[src/rtl/uart_pkg.sv]
// rtl/uart_pkg.sv - shared UART state encoding and parity helper
// Purpose: definitions shared by the parametrised UART receiver and the
//          future parametrised transmitter.
// Contents: uart_state_t  receiver/transmitter state encoding
//           uart_parity() parity bit a transmitter appends to a payload
package uart_pkg;

   localparam int UART_MAX_DATA_BITS = 9;

   typedef enum logic [2:0] {
      IDLE   = 3'd0,
      START  = 3'd1,
      DATA   = 3'd2,
      PARITY = 3'd3,
      STOP   = 3'd4,
      BREAK  = 3'd5
   } uart_state_t;

   // Even parity is the XOR of the payload, odd parity its inverse.
   // Narrower payloads are zero-extended by the caller; zeros do not
   // change the result.
   function automatic logic uart_parity(input logic [UART_MAX_DATA_BITS-1:0] data,
                                        input logic odd);
      return (^data) ^ odd;
   endfunction

endpackage

[src/rtl/uart_sync2.sv]
// rtl/uart_sync2.sv - two-flop synchroniser, resets to the idle-high level
// Purpose: brings the asynchronous serial line into the clk domain.
// Ports:   clk  system clock
//          rst  asynchronous active-high reset (both flops go to 1)
//          d    asynchronous input
//          q    synchronised output, two clk cycles behind d
module uart_sync2 (
   input  logic clk,
   input  logic rst,
   input  logic d,
   output logic q
);

   logic meta;

   always_ff @(posedge clk or posedge rst) begin
      if (rst) begin
         meta <= 1'b1;
         q    <= 1'b1;
      end else begin
         meta <= d;
         q    <= meta;
      end
   end

endmodule

[src/rtl/uart_rx_param.sv]
// rtl/uart_rx_param.sv - parametrised UART receiver with valid/ready output register
// Purpose: receives start + DATA_BITS (LSB first) + optional parity + 1 or 2
//          stop bits, rejects short start glitches, reports framing and
//          parity errors and flags frames lost to a full output register.
// Ports:   clk        system clock, rising edge
//          rst        asynchronous active-high reset
//          rx         serial line, asynchronous, idle high
//          data_out   received payload, stable while out_valid
//          out_valid  a frame is held in the output register
//          out_ready  consumer takes the frame when out_valid & out_ready
//          frame_err  held frame had a low stop sample (qualified by out_valid)
//          parity_err held frame had a parity mismatch (qualified by out_valid)
//          overrun    one-cycle pulse when a completed frame is dropped
//          busy       receiver is not idle
module uart_rx_param
   import uart_pkg::*;
#(
   parameter int CLKS_PER_BIT = 10,
   parameter int DATA_BITS    = 8,
   parameter int PARITY_EN    = 0,
   parameter int PARITY_ODD   = 0,
   parameter int STOP_BITS    = 1
) (
   input  logic                 clk,
   input  logic                 rst,
   input  logic                 rx,
   output logic [DATA_BITS-1:0] data_out,
   output logic                 out_valid,
   input  logic                 out_ready,
   output logic                 frame_err,
   output logic                 parity_err,
   output logic                 overrun,
   output logic                 busy
);

   localparam int CW = $clog2(CLKS_PER_BIT);
   localparam int IW = (DATA_BITS > 1) ? $clog2(DATA_BITS) : 1;
   localparam logic [CW-1:0] HALF_M1  = CW'(CLKS_PER_BIT / 2 - 1);
   localparam logic [CW-1:0] BIT_M1   = CW'(CLKS_PER_BIT - 1);
   localparam logic [IW-1:0] LAST_BIT = IW'(DATA_BITS - 1);

   uart_state_t          state;
   logic [CW-1:0]        cnt;
   logic [IW-1:0]        bit_idx;
   logic [DATA_BITS-1:0] shreg;
   logic                 par_bit;
   logic                 stop_low;
   logic                 rx_s;

   logic [UART_MAX_DATA_BITS-1:0] data_ext;
   logic                          cnt_zero;
   logic                          frame_err_next;
   logic                          parity_err_next;

   uart_sync2 u_sync (
      .clk (clk),
      .rst (rst),
      .d   (rx),
      .q   (rx_s)
   );

   always_comb begin
      data_ext = '0;
      data_ext[DATA_BITS-1:0] = shreg;
   end

   assign cnt_zero        = (cnt == '0);
   // stop_low carries the first stop sample of a two-stop frame
   assign frame_err_next  = stop_low | ~rx_s;
   assign parity_err_next = (PARITY_EN != 0) &&
                            (uart_parity(data_ext, (PARITY_ODD != 0)) != par_bit);
   assign busy            = (state != IDLE);

   always_ff @(posedge clk or posedge rst) begin
      if (rst) begin
         state      <= IDLE;
         cnt        <= '0;
         bit_idx    <= '0;
         shreg      <= '0;
         par_bit    <= 1'b0;
         stop_low   <= 1'b0;
         data_out   <= '0;
         out_valid  <= 1'b0;
         frame_err  <= 1'b0;
         parity_err <= 1'b0;
         overrun    <= 1'b0;
      end else begin
         overrun <= 1'b0;
         if (out_valid && out_ready) begin
            out_valid <= 1'b0;
         end

         case (state)
            IDLE: begin
               if (!rx_s) begin
                  cnt   <= HALF_M1;
                  state <= START;
               end
            end

            START: begin
               if (cnt_zero) begin
                  // still low at mid start bit: a real frame, else a glitch
                  if (!rx_s) begin
                     cnt     <= BIT_M1;
                     bit_idx <= '0;
                     state   <= DATA;
                  end else begin
                     state <= IDLE;
                  end
               end else begin
                  cnt <= cnt - CW'(1);
               end
            end

            DATA: begin
               if (cnt_zero) begin
                  shreg[bit_idx] <= rx_s;
                  cnt            <= BIT_M1;
                  if (bit_idx == LAST_BIT) begin
                     bit_idx  <= '0;
                     stop_low <= 1'b0;
                     state    <= (PARITY_EN != 0) ? PARITY : STOP;
                  end else begin
                     bit_idx <= bit_idx + IW'(1);
                  end
               end else begin
                  cnt <= cnt - CW'(1);
               end
            end

            PARITY: begin
               if (cnt_zero) begin
                  par_bit <= rx_s;
                  cnt     <= BIT_M1;
                  state   <= STOP;
               end else begin
                  cnt <= cnt - CW'(1);
               end
            end

            STOP: begin
               if (cnt_zero) begin
                  if (STOP_BITS == 2 && bit_idx == '0) begin
                     // first of two stop bits: remember it and wait one more bit
                     stop_low <= ~rx_s;
                     bit_idx  <= IW'(1);
                     cnt      <= BIT_M1;
                  end else begin
                     // completion; a frame being taken this cycle frees the slot
                     if (!out_valid || out_ready) begin
                        data_out   <= shreg;
                        frame_err  <= frame_err_next;
                        parity_err <= parity_err_next;
                        out_valid  <= 1'b1;
                     end else begin
                        overrun <= 1'b1;
                     end
                     // a low line must return high before another start is seen
                     state <= rx_s ? IDLE : BREAK;
                  end
               end else begin
                  cnt <= cnt - CW'(1);
               end
            end

            BREAK: begin
               if (rx_s) begin
                  state <= IDLE;
               end
            end

            default: state <= IDLE;
         endcase
      end
   end

endmodule

[config.mk]
export PLATFORM = sky130hd
export DESIGN_NAME = uart_rx_param
export DESIGN_NICKNAME = d
export VERILOG_FILES = /design/src/rtl/uart_pkg.sv /design/src/rtl/uart_sync2.sv /design/src/rtl/uart_rx_param.sv
export SDC_FILE = /design/constraint.sdc
export NUM_CORES = 1
export LEC_CHECK = 0
export CORE_AREA = 4 4 68 70
export DETAILED_ROUTE_END_ITERATION = 6
export DIE_AREA = 0 0 72 74
export PLACE_DENSITY = 0.66
export SYNTH_ARGS = -nofsm -noshare
export SYNTH_HDL_FRONTEND = slang
export SYNTH_HIERARCHICAL = 1
export SYNTH_SLANG_ARGS = --single-unit
export TNS_END_PERCENT = 10
[constraint.sdc]
create_clock -name clk -period 3.2 [get_ports clk]
set_clock_uncertainty 0.05 [all_clocks]
set_input_delay 0.64 -clock clk [delete_from_list [all_inputs] [get_ports clk]]
set_output_delay 0.64 -clock clk [all_outputs]
set_load 0.02 [all_outputs]
==> impl_metrics.json <==
{
  "outcome": "completed",
  "wl_per_cell_microns": 13.2,
  "overall_overflow_remaining_after_global_route": 0,
  "synth_enable_flop_cells": 0,
  "worst_skew_pair_later_pin_latency_ps": 290,
  "design.core.area_sq_um": 3970,
  "routed_wl_microns": 2670,
  "post-route-util_pct": 46.5,
  "synth-seq-cells": 31,
  "num-nets-final": 160,
  "floorplan.initialDensity_pct": 39.0,
  "synth_async_sr_flop_share_pct": 100,
  "postRouteAntennaNets": 0,
  "max_freq_ghz": 0.395,
  "main_synth_ff_type": "sky130_fd_sc_hd__dfrtp_1",
  "place_hpwl_microns": 1860,
  "syn_inst": 137,
  "p_leak_nw": 0.832,
  "hold_class": "flip-flop to flip-flop",
  "dp_slack_ps": 973,
  "cts_max_path_buffers": 2,
  "synth_seq_area_share_pct": 50.2,
  "ff2ff_path_depth": 5,
  "worst_vdd_rail_ir_drop_uv": 397,
  "crit_fanout": 17,
  "io_pins": 17,
  "yosysTopAreaCell": "sky130_fd_sc_hd__dfrtp_1",
  "netlist_area_sq_um": 1550,
  "clock_sinks": 31,
  "final-max-slew-violation-count": 0,
  "fp.dieArea_sq_um": 5330,
  "design_power_total_w": 0.00134,
  "postCtsSetupRepairBufs": 0,
  "slew_headroom_pct": 64.5,
  "maxCapViolations": 0,
  "synth_to_final_area_change_pct": 19.2,
  "drt_drc_violations_left": 0,
  "synth_top_area_share_pct": 46.8,
  "gp_congestion": 0.818,
  "layout_cells_sized_above_1_pct": 22.2,
  "grt_start_max_net_pins": 21,
  "port-buffer-count": 15,
  "fp-row-count": 23,
  "setup_ws_ps": 669,
  "cellPowerDensity_nw_per_um2": 724,
  "vias_in_the_first_global_route": 1091,
  "die_x_microns": 72,
  "grt_util_all_layers_pct": 12.2,
  "timing.final.hold_violations": 0,
  "grt_antenna_before_repair": 0,
  "finalSetupViolCount": 0,
  "totalNegativeSetupSlack_ps": 0,
  "post_synth_num_cell_types": 40,
  "tritoncts_buffers": 5,
  "worst-slew-pin-transition_ps": 530,
  "clk_root_buffer_cell": "sky130_fd_sc_hd__clkbuf_8",
  "setup_cp_type": "flip-flop to primary output",
  "wire_length_of_the_first_global_routing_pass_microns": 5020,
  "cts.clk_slew.worst_paths_ps": 60,
  "via_per_inst": 5.17,
  "syn_nets": 145,
  "vias": 1050,
  "crit_path_start_kind": "flip-flop",
  "timing.hold.worst_path_depth": 0,
  "cts-htree-levels": 2,
  "cp.required_ps": 2510,
  "number_of_warning_messages_in_the_yosys_log": 6,
  "cts_repair_resize_count": 0,
  "initialDrtViolationCount": 29,
  "unrepaired_setup_endpoints_after_global_routing": "false",
  "worst-endpoint-arrival_ps": 1840,
  "die_height_microns": 74,
  "tritoncts": "yes",
  "synth.top_cells.by_area": "sky130_fd_sc_hd__dfrtp_1, sky130_fd_sc_hd__mux2_2, sky130_fd_sc_hd__dfstp_2",
  "flop_to_flop_setup_slack_ps": 990,
  "critical_path.endpoint_type": "primary output",
  "synth_area_per_cell_sq_um": 11.3,
  "num_antenna_cells": 0,
  "postCtsHoldBufs": 0,
  "period_share_pct": 79.1,
  "final_period_minus_worst_setup_slack_ps": 2530,
  "dr.pass1.iters": 4
}
## critical path, stage by stage, from the launching register on
cell,delay (ps)
sky130_fd_sc_hd__dfrtp_1,550
sky130_fd_sc_hd__or3_1,460
sky130_fd_sc_hd__clkdlybuf4s50_1,550
## flip-flops by register name (all words and copies together), names as in the netlist
register     cells
frame_err        1
u_sync/q         1
overrun          1
cnt              4
u_sync/meta      1
state            3
data_out         8
out_valid        1
bit_idx          3
shreg            8
## logic make-up after synthesis
group                    count (synthesis)  synth area share, %
AO/OA/AOI/OAI                           29                 11.6
adder cells (fa/ha/maj)                  4                 3.23
buffers and inverters                   13                 3.80
flip-flops                              31                 50.2
multiplexers                            18                 13.1
other                                    1                0.242
AND/OR/NAND/NOR                         41                 17.9
## power breakdown
part | leakage (nW) | switching [W] | total [W] | internal (W)
clock network | 0.0612 | 0.000146 | 0.000397 | 0.000252
logic | 0.359 | 0.000182 | 0.000375 | 0.000193
registers | 0.412 | 0.000112 | 0.000564 | 0.000452
total | 0.832 | 0.000440 | 0.00134 | 0.000897
## metrics by stage
step | hold WS (ps) | instance area, sq um | cells
floorplan | 295 | 1550 | 137
global placement | 299 | 1730 | 195
detailed placement | 303 | 1730 | 195
CTS | 312 | 1850 | 203
global route | 315 | 1850 | 203
finish | 309 | 1850 | 203
## metal layers
metal	track usage [%]	wire length [microns]
met4	5.64	34
met3	4.73	140
met5	0	0
met2	19.0	1290
met1	15.1	1210
## worst paths after layout
path / start / end
min in group asynchronous: rst / state[0]
max in group asynchronous: rst / shreg[4]
setup / recovery: state[2] / busy
hold reg to reg: u_sync/meta / u_sync/q
hold / removal: u_sync/meta / u_sync/q
setup reg to reg: cnt[0] / data_out[1]
## cell usage in the layout (no fill, tap or decap), drive strengths merged, types with 2 or more instances in the layout
cell type and instances:
clkdlybuf4s50 15, o21bai 2, nor2 8, nor2b 2, nor3 2, nand4 2, a21oi 7, nor3b 2
dfrtp 29, nand2b 3, nand3 2, dfstp 2, nand3b 2, mux2 18, nand4b 2, o21ai 10
clkbuf 6, inv 5, nor4b 3, ha 4, nand2 8, or3 2, a211oi 2
## cell usage after synthesis, types with 3 or more instances
library cell and number:
sky130_fd_sc_hd__dfrtp_1 29, sky130_fd_sc_hd__mux2_2 17, sky130_fd_sc_hd__o21ai_0 10, sky130_fd_sc_hd__nand2_1 8
sky130_fd_sc_hd__nor2_1 8, sky130_fd_sc_hd__a21oi_1 7, sky130_fd_sc_hd__inv_1 5, sky130_fd_sc_hd__clkbuf_1 4
sky130_fd_sc_hd__ha_1 4, sky130_fd_sc_hd__nand2b_1 3
## final cells by class
cell class	count	area, sq um
Clock inverter	2	35.0
Sequential cell	31	778
Multi-Input combinational cell	93	712
Tap cell	50	62.6
Timing Repair Buffer	16	158
Inverter	5	18.8
Clock buffer	6	82.6
Fill cell	374	2120
Note: power is estimated with default switching activity, not from simulation.
